File: config.mk
export PLATFORM = sky130hd
export DESIGN_NAME = fetch_unit
export DESIGN_NICKNAME = d
export VERILOG_FILES = /design/src/rtl/fetch_unit_pkg.sv /design/src/rtl/fetch_fifo.sv /design/src/rtl/fetch_unit.sv
export SDC_FILE = /design/constraint.sdc
export NUM_CORES = 1
export LEC_CHECK = 0
export ABC_AREA = 1
export BUFFER_PORTS_ARGS = -buffer_cell sky130_fd_sc_hd__buf_4
export CAP_MARGIN = 20
export CELL_PAD_IN_SITES_DETAIL_PLACEMENT = 1
export CELL_PAD_IN_SITES_GLOBAL_PLACEMENT = 1
export CORE_MARGIN = 2
export CORE_UTILIZATION = 25
export DETAILED_ROUTE_END_ITERATION = 16
export PLACE_DENSITY_LB_ADDON = 0.1
export REMOVE_ABC_BUFFERS = 1
export SLEW_MARGIN = 30
export SYNTH_ARGS = -nofsm -noshare
export SYNTH_HDL_FRONTEND = slang
export SYNTH_HIERARCHICAL = 1
export SYNTH_SLANG_ARGS = --single-unit
File: constraint.sdc
create_clock -name clk -period 3.9 [get_ports clk]
set_input_delay 0.195 -clock clk [delete_from_list [all_inputs] [get_ports clk]]
set_output_delay 0.195 -clock clk [all_outputs]
set_load 0.01 [all_outputs]
File: src/rtl/fetch_unit_pkg.sv
// Shared widths, FSM encodings and types for the instruction fetch unit.
// ADDR_SIZE / INSTR_SIZE mirror the project-wide def_params definitions;
// the guards let a real def_params header take precedence when present.
`ifndef ADDR_SIZE
`define ADDR_SIZE 31
`endif
`ifndef INSTR_SIZE
`define INSTR_SIZE 31
`endif
`ifndef FETCH_IDLE
`define FETCH_IDLE 2'd0
`endif
`ifndef FETCH_REQ
`define FETCH_REQ 2'd1
`endif
`ifndef FETCH_DROP
`define FETCH_DROP 2'd2
`endif

package fetch_unit_pkg;
  localparam int ADDR_W  = `ADDR_SIZE + 1;
  localparam int INSTR_W = `INSTR_SIZE + 1;

  typedef logic [ADDR_W-1:0]  addr_t;
  typedef logic [INSTR_W-1:0] instr_t;

  // IDLE: no read; REQ: read at fetch_pc; DROP: finishing an abandoned read
  typedef enum logic [1:0] {
    ST_IDLE = `FETCH_IDLE,
    ST_REQ  = `FETCH_REQ,
    ST_DROP = `FETCH_DROP
  } fetch_state_e;
endpackage

File: src/rtl/fetch_fifo.sv
// Instruction queue: DEPTH entries of {pc, instr}, synchronous flush.
// Head outputs show the oldest entry; when empty they hold the last head
// that was presented so the consumer never sees stale slot contents.
module fetch_fifo
  import fetch_unit_pkg::*;
#(
  parameter int DEPTH = 4
) (
  input  logic                      clk,
  input  logic                      reset,
  input  logic                      push,
  input  logic                      pop,
  input  logic                      flush,
  input  addr_t                     push_pc,
  input  instr_t                    push_data,
  output logic [$clog2(DEPTH):0]    count,
  output addr_t                     head_pc,
  output instr_t                    head_data
);
  localparam int PTR_W = $clog2(DEPTH);
  localparam int CNT_W = PTR_W + 1;

  addr_t              mem_pc   [DEPTH];
  instr_t             mem_data [DEPTH];
  logic [PTR_W-1:0]   rd_ptr;
  logic [PTR_W-1:0]   wr_ptr;
  addr_t              last_pc;
  instr_t             last_data;
  logic               pop_ok;
  logic               push_ok;
  logic               not_empty;

  assign not_empty = (count != '0);
  assign pop_ok    = pop && not_empty;
  assign push_ok   = push && ((count != CNT_W'(DEPTH)) || pop_ok);

  // Pointer, count and storage update; flush wins over push and pop
  always_ff @(posedge clk or negedge reset) begin
    if (!reset) begin
      rd_ptr <= '0;
      wr_ptr <= '0;
      count  <= '0;
      for (int i = 0; i < DEPTH; i++) begin
        mem_pc[i]   <= '0;
        mem_data[i] <= '0;
      end
    end else if (flush) begin
      rd_ptr <= '0;
      wr_ptr <= '0;
      count  <= '0;
    end else begin
      if (push_ok) begin
        mem_pc[wr_ptr]   <= push_pc;
        mem_data[wr_ptr] <= push_data;
        wr_ptr           <= wr_ptr + PTR_W'(1);
      end
      if (pop_ok) begin
        rd_ptr <= rd_ptr + PTR_W'(1);
      end
      count <= count + CNT_W'(push_ok) - CNT_W'(pop_ok);
    end
  end

  // Remember the most recently presented head for the empty case
  always_ff @(posedge clk or negedge reset) begin
    if (!reset) begin
      last_pc   <= '0;
      last_data <= '0;
    end else if (not_empty) begin
      last_pc   <= mem_pc[rd_ptr];
      last_data <= mem_data[rd_ptr];
    end
  end

  assign head_pc   = not_empty ? mem_pc[rd_ptr]   : last_pc;
  assign head_data = not_empty ? mem_data[rd_ptr] : last_data;
endmodule

File: src/rtl/fetch_unit.sv
// Instruction fetch unit: sequential fetch into a small queue with redirect.
// Handshakes: a memory read completes at a rising edge where
// imem_rd_enable=1 and imem_rd_ready=1 (address held stable until then);
// the consumer pops at a rising edge where instr_valid=1 and instr_accept=1.
module fetch_unit
  import fetch_unit_pkg::*;
#(
  parameter addr_t       RESET_PC = '0,
  parameter int unsigned PC_STEP  = 4,
  parameter int          DEPTH    = 4
) (
  input  logic         clk,
  input  logic         reset,
  input  logic         redirect_valid,
  input  addr_t        redirect_pc,
  output addr_t        imem_rd_addr,
  output logic         imem_rd_enable,
  input  instr_t       imem_rd_data,
  input  logic         imem_rd_ready,
  output logic         instr_valid,
  output instr_t       instr_data,
  output addr_t        instr_pc,
  input  logic         instr_accept,
  output fetch_state_e fsm_state
);
  localparam int CNT_W = $clog2(DEPTH) + 1;

  fetch_state_e     state;
  addr_t            fetch_pc;
  addr_t            next_pc;
  logic [CNT_W-1:0] count;
  logic             push;
  logic             pop;
  logic             full_after;

  assign next_pc     = fetch_pc + ADDR_W'(PC_STEP);
  assign instr_valid = (count != '0);
  // Redirect overrides both the same-edge pop and the push
  assign pop         = instr_accept && instr_valid && !redirect_valid;
  assign push        = (state == ST_REQ) && imem_rd_ready && !redirect_valid;
  assign full_after  = push && !pop && (count == CNT_W'(DEPTH - 1));
  assign fsm_state   = state;

  fetch_fifo #(.DEPTH(DEPTH)) u_fifo (
    .clk       (clk),
    .reset     (reset),
    .push      (push),
    .pop       (pop),
    .flush     (redirect_valid),
    .push_pc   (fetch_pc),
    .push_data (imem_rd_data),
    .count     (count),
    .head_pc   (instr_pc),
    .head_data (instr_data)
  );

  // Fetch FSM with registered memory-request outputs
  always_ff @(posedge clk or negedge reset) begin
    if (!reset) begin
      state          <= ST_IDLE;
      fetch_pc       <= RESET_PC;
      imem_rd_enable <= 1'b0;
      imem_rd_addr   <= RESET_PC;
    end else begin
      case (state)
        ST_IDLE: begin
          if (redirect_valid) begin
            fetch_pc       <= redirect_pc;
            imem_rd_addr   <= redirect_pc;
            imem_rd_enable <= 1'b1;
            state          <= ST_REQ;
          end else if (count < CNT_W'(DEPTH)) begin
            imem_rd_addr   <= fetch_pc;
            imem_rd_enable <= 1'b1;
            state          <= ST_REQ;
          end
        end
        ST_REQ: begin
          if (redirect_valid) begin
            fetch_pc <= redirect_pc;
            if (imem_rd_ready) begin
              // Data of this edge is discarded; start at the new target
              imem_rd_addr <= redirect_pc;
            end else begin
              // Read still in flight: keep its address until it completes
              state <= ST_DROP;
            end
          end else if (imem_rd_ready) begin
            fetch_pc     <= next_pc;
            imem_rd_addr <= next_pc;
            if (full_after) begin
              imem_rd_enable <= 1'b0;
              state          <= ST_IDLE;
            end
          end
        end
        ST_DROP: begin
          if (redirect_valid) begin
            fetch_pc <= redirect_pc;
          end
          if (imem_rd_ready) begin
            imem_rd_addr <= redirect_valid ? redirect_pc : fetch_pc;
            state        <= ST_REQ;
          end
        end
        default: begin
          state          <= ST_IDLE;
          imem_rd_enable <= 1'b0;
        end
      endcase
    end
  end
endmodule
==> impl_metrics.env, run 1 <==
export IMPL_skew_ps=29.0
export IMPL_dpl_cell_area_sq_um=22200
export IMPL_cts_resized=0
export IMPL_num_fill_cells=9480
export IMPL_ir_worst_vdd_mv=0.320
export IMPL_slew_headroom=0.441
export IMPL_period_needed_ps=3170
export IMPL_synth_cell_types=41
export IMPL_ioPinCount=169
export IMPL_netlist_area_sq_um=20000
export IMPL_path_clk_slew_ps=60
export IMPL_drive_gt1_frac=0.115
export IMPL_floorplan_die_width_um=287
export IMPL_core_area_sq_um=79000
export IMPL_combinationalPowerShare=0.353
export IMPL_avgSynthCellArea_sq_um=7.52
export IMPL_grt_pass1_vias=20200
export IMPL_regArea_sq_um=9870
export IMPL_ys_async_sr_fraction=1.00
export IMPL_hold_path_class="in -> reg"
export IMPL_grt_max_degree=130
export IMPL_port_buffers=168
export IMPL_vias=18900
export IMPL_ys_seq_area_frac=0.494
export IMPL_grt_remaining_overflow=0
export IMPL_design_area_sq_um=24200
export IMPL_drt_total_wl_mm=79.8
export IMPL_grt_pass1_wl_mm=125
export IMPL_final_cell_mix="nand2_1, dfrtp_1, nor2_1, nand4_1, buf_4"
export IMPL_drt_iter0_drc=987
export IMPL_clk_path_buf_depth=3
export IMPL_cts_buffers=49
export IMPL_drc_errors=0
export IMPL_holdBufCountCts=47
export IMPL_switching_power_mw=6.89
export IMPL_setup_viol=0
export IMPL_cts_sinks=394
export IMPL_wl_met3_mm=3.04
export IMPL_highest_layer="met4"
export IMPL_fin_hold_ws_ps=42.2
export IMPL_multiInputGateArea_sq_um=8990
export IMPL_power_mw=17.0
export IMPL_timing_final_crit_share=0.812
export IMPL_routedWlPerCell_um=20.8
export IMPL_crit_required_ps=4430
export IMPL_dp_hpwl_mm=45.6
export IMPL_die_h_um=287
export IMPL_layout_nets=2837
export IMPL_core_rowCount=103
export IMPL_cts_setup_buffers=0
export IMPL_max_freq_mhz=316
export IMPL_final_common_cell="nand2_1"
export IMPL_setup_tns_ps=0
export IMPL_ys_seq_elements=394
export IMPL_wl_met2_mm=38.0
export IMPL_globalplace_congestion=0.757
export IMPL_die_area_sq_um=82100
export IMPL_power_internal_mw=10.1
export IMPL_swShare=0.406
export IMPL_postRouteAntennaNets=0
export IMPL_seqPwrFrac=0.385
export IMPL_start_util=0.253
export IMPL_finish_utilization=0.306
export IMPL_syn_inst=2655
export IMPL_critPathLaunchType="register"
export IMPL_status="completed"
export IMPL_root_buffer="clkbuf_16"
export IMPL_wirelength_met1_mm=37.6
export IMPL_grt_setup_unrepaired="false"
export IMPL_arrival_ps=3700
export IMPL_clkPwrFrac=0.262
export IMPL_maxSlewViolCount=0
export IMPL_cap_violations=0
export IMPL_tightest_slew_ps=838
export IMPL_antenna_found_initial=0
export IMPL_path_class="reg -> reg"
export IMPL_hold_viol_final=0
export IMPL_vias_per_cell=4.91
export IMPL_synth_edff_count=0
export IMPL_leakage_nw=12.2
export IMPL_grt_use_total=0.196
export IMPL_cts_tree="yes"
export IMPL_dr_pass1_iters=6
export IMPL_htreeDepth=2
export IMPL_area_delta_synth_final_pct=21.2
export IMPL_yosysWarningCount=6
export IMPL_powerDensity_nw_per_um2=701
export IMPL_endpoint_kind="register"
export IMPL_antenna_diode_count=0
export IMPL_crit_fanout=48
export IMPL_synthFlopType="dfrtp_1"
export IMPL_clk_latency_ps=610
==> sequential cells by signal (all words and copies together) (netlist names), 2 cells and up <==
name	flops
fsm_state	2
u_fifo/wr_ptr	2
u_fifo/mem_data	128
u_fifo/mem_pc	128
u_fifo/last_pc	32
u_fifo/count	3
fetch_pc	32
u_fifo/last_data	32
u_fifo/rd_ptr	2
imem_rd_addr	32
==> path summary, 6_finish.rpt <==
path | endpoint | from | slack, ps | depth (start not counted)
worst max-delay path | imem_rd_addr[16] | fsm_state[1] | 730 | 9
worst min-delay path | fetch_pc[10] | redirect_pc[10] | 40 | 5
worst max register to register | imem_rd_addr[16] | fsm_state[1] | 730 | 9
worst min register to register | u_fifo/mem_pc[77] | u_fifo/mem_pc[77] | 470 | 2
max in group asynchronous | u_fifo/mem_data[63] | reset | 2680 | 4
min in group asynchronous | u_fifo/last_data[14] | reset | 70 | 2
==> Yosys cell counts (2+ instances only) <==
cell	n	area share
buf_4	9	0.0034
nand3_1	58	0.015
o21ai_0	142	0.036
buf_2	107	0.027
o21bai_1	3	0.0011
inv_2	9	0.0017
o31ai_1	2	0.00075
nand4_4	4	0.0043
nand3_2	2	0.0010
or2_2	3	0.00094
ha_1	7	0.0044
nor2_4	3	0.0017
nor2_2	8	0.0025
o21ai_1	45	0.011
buf_6	4	0.0023
nand4_1	278	0.087
dfrtp_1	394	0.49
o22ai_1	5	0.0016
mux2i_1	5	0.0025
clkbuf_1	49	0.0092
inv_1	50	0.0094
nand2_1	1027	0.19
and2_1	3	0.00094
buf_1	33	0.0062
a21oi_1	52	0.013
xor2_1	2	0.00088
o211ai_1	2	0.00075
nor2_1	336	0.063
==> critical path, cell delays in order (launching register included) <==
cell and delay [ps]:
dfrtp_1 500, inv_1 100, nand2_1 90, buf_4 410, o21ai_2 140, nor2_4 470, clkinv_2 820, a21oi_1 390
nand2_1 90, nand2_1 60
==> per-stage QoR <==
stage,cells,setup WS (ps)
floorplan,2453,-1970
global placement,3711,1150
detailed placement,3711,1030
CTS,3842,777
global route,3843,429
finish,3843,734
==> cell families (layout without fill, tap and decap cells) <==
| logic type | Yosys count | in the layout | share of synthesized area |
|---|---|---|---|
| adder cells (fa/ha/maj) | 8 | 8 | 0.00539 |
| multiplexers | 5 | 5 | 0.00251 |
| AND/OR/NAND/NOR | 1726 | 1726 | 0.371 |
| XOR/XNOR | 3 | 3 | 0.00132 |
| buffers and inverters | 261 | 399 | 0.0590 |
| AO/OA/AOI/OAI | 258 | 258 | 0.0673 |
| flip-flops | 394 | 394 | 0.494 |
==> routing by layer <==
layer,track usage,vias up
met5,0,-
met4,0.0395,0
met3,0.0241,72
met2,0.333,339
met1,0.266,9496
li1,-,8952
==> power by group through the flow <==
stage | combinational [mW] | sequential (mW) | clock (mW)
after floorplan | 3.36 | 6.21 | 0
after global placement | 5.96 | 6.56 | 0
after detailed placement | 6.07 | 6.59 | 0
after CTS | 6.14 | 6.54 | 4.65
after global routing | 6.83 | 6.71 | 4.82
final | 5.99 | 6.53 | 4.45
==> cell type report <==
class / instances / area share
inverter: 59 / 0.00967
tap: 1050 / 0.0543
timing repair buffer: 256 / 0.0935
clock buffer: 75 / 0.0601
multi-input combinational: 2000 / 0.371
clock inverter: 9 / 0.00310
sequential: 394 / 0.408
(Power assumes the default switching activity.)
==> inputs of run 2 (changes only) <==
- clock period: 3.9 -> 2.7 ns (I/O delays scaled with it)
==> run 2 against run 1 <==
Design area grew 1.5%. Utilization grew 0.47 points. Register-to-register slack lost 480 ps. Clock power grew 44%. Sequential share of layout area shrank 0.61 points. Critical path depth shrank 2. Combinational power grew 51%. Largest power group unchanged. Highest routed layer unchanged.
==> impl_metrics.env, run 2 (synthesized netlist as in run 1, its figures left out) <==
export IMPL_max_freq_mhz=401
export IMPL_drive_gt1_frac=0.119
export IMPL_setup_viol=0
export IMPL_drt_iter0_drc=1156
export IMPL_grt_remaining_overflow=0
export IMPL_timing_final_crit_share=0.924
export IMPL_final_common_cell="nand2_1"
export IMPL_path_class="reg -> out"
export IMPL_core_area_sq_um=79000
export IMPL_die_area_sq_um=82100
export IMPL_path_cells="inv_4 > buf_12 > o21ai_0 > nand2_1 > nand2_1 > nand2_1 > buf_4"
export IMPL_hold_viol_final=0
export IMPL_num_fill_cells=9479
export IMPL_htreeDepth=2
export IMPL_die_h_um=287
export IMPL_clk_latency_ps=590
export IMPL_dpl_worst_slack_ps=163
export IMPL_area_delta_synth_final_pct=23.0
export IMPL_skew_ps=13.1
export IMPL_clk_path_buf_depth=3
export IMPL_status="completed"
export IMPL_core_rowCount=103
export IMPL_vias=18900
export IMPL_crit_required_ps=2570
export IMPL_root_buffer="clkbuf_16"
export IMPL_floorplan_die_width_um=287
export IMPL_leakage_nw=12.4
export IMPL_layout_nets=2867
export IMPL_slew_headroom=0.463
export IMPL_cap_violations=0
export IMPL_crit_fanout=49
export IMPL_start_util=0.253
export IMPL_vias_per_cell=4.89
export IMPL_ir_worst_vdd_mv=0.532
export IMPL_ff2ff_path_depth=14
export IMPL_critPathSlowestCell="dfrtp_4"
export IMPL_dpl_cell_area_sq_um=22500
export IMPL_crit_top_cell="nand2_1"
export IMPL_antenna_found_initial=1
export IMPL_maxSlewViolCount=0
export IMPL_critPathLaunchType="register"
export IMPL_endpoint_kind="primary output"
export IMPL_fin_hold_ws_ps=23.2
export IMPL_dp_hpwl_mm=45.6
export IMPL_ioPinCount=169
export IMPL_drc_errors=0
export IMPL_dr_pass1_iters=5
export IMPL_arrival_ps=2360
export IMPL_final_cell_mix="nand2_1, dfrtp_1, nor2_1, nand4_1, buf_4"
export IMPL_fin_ws_ps=206
export IMPL_grt_pass1_vias=20500
export IMPL_globalplace_congestion=0.744
export IMPL_design_area_sq_um=24600
export IMPL_period_needed_ps=2490
export IMPL_tightest_slew_ps=805
export IMPL_cts_buffers=50
export IMPL_routedWlPerCell_um=20.8
export IMPL_powerDensity_nw_per_um2=1010
export IMPL_grt_max_degree=133
export IMPL_antenna_diode_count=0
export IMPL_cts_sinks=394
export IMPL_grt_use_total=0.195
export IMPL_power_mw=24.7
export IMPL_port_buffers=168
export IMPL_grt_setup_unrepaired="false"
export IMPL_max_stage_delay_ps=560
export IMPL_postRouteAntennaNets=0
export IMPL_hold_path_class="in -> reg"
export IMPL_drt_total_wl_mm=80.4
export IMPL_min_delay_path_depth=7
export IMPL_top_regs="u_fifo/mem_data (128), u_fifo/mem_pc (128)"
export IMPL_path_clk_slew_ps=50
export IMPL_cts_tree="yes"
export IMPL_grt_pass1_wl_mm=125
[run 2: critical path: cells and delay by family (launching register included)]
family / cells / cell delay, ps
buffers and inverters: 3 / 680
DFF: 1 / 560
and+or+nand+nor: 3 / 370
AOI/OAI and AO/OA: 1 / 140
[run 2: worst paths after layout]
kind	slack, ps	start	end
max	210	u_fifo/rd_ptr[0]	instr_pc[14]
min	20	redirect_pc[18]	imem_rd_addr[18]
max reg2reg	250	u_fifo/count[1]	u_fifo/count[2]
min reg2reg	470	u_fifo/mem_data[75]	u_fifo/mem_data[75]
max in group asynchronous	1590	reset	u_fifo/last_pc[23]
min in group asynchronous	140	reset	u_fifo/last_data[14]
[run 2: cell type report]
| class | count | area (sq um) | area share |
|---|---|---|---|
| Clock inverter | 6 | 77.6 | 0.00316 |
| Clock buffer | 75 | 1440 | 0.0585 |
| Sequential cell | 394 | 9870 | 0.402 |
| Multi-Input combinational cell | 2000 | 8990 | 0.366 |
| Inverter | 59 | 238 | 0.00968 |
| Tap cell | 1050 | 1310 | 0.0535 |
| Timing Repair Buffer | 285 | 2640 | 0.107 |
[run 2: report_power, final]
group | internal [mW] | switching, mW | leakage (nW)
Sequential | 7.74 | 1.52 | 5.18
Clock | 3.73 | 2.67 | 0.739
Combinational | 3.29 | 5.74 | 6.44
Total | 14.8 | 9.94 | 12.4
[run 2: layer usage]
layer,vias up,GRT usage,share of wire
met4,0,0.0398,0.018
met1,9529,0.275,0.48
li1,9003,-,-
met3,92,0.0237,0.035
met5,-,0,0
met2,314,0.322,0.46
[run 2: through the flow]
step,utilization,std cells,TNS [ps]
after floorplan,-,2453,-1012620
after global placement,0.284,3730,0
after detailed placement,0.284,3730,0
after CTS,0.311,3868,0
after global routing,0.311,3869,0
final,0.311,3869,0
[run 2: repair_timing]
action                     4_1_cts  5_1_grt
buffers inserted                 0        1
resized for setup                1        1
setup endpoints to repair        6        1
pin swaps                        0        1
hold buffers                    57        0
hold endpoints to repair       233        0
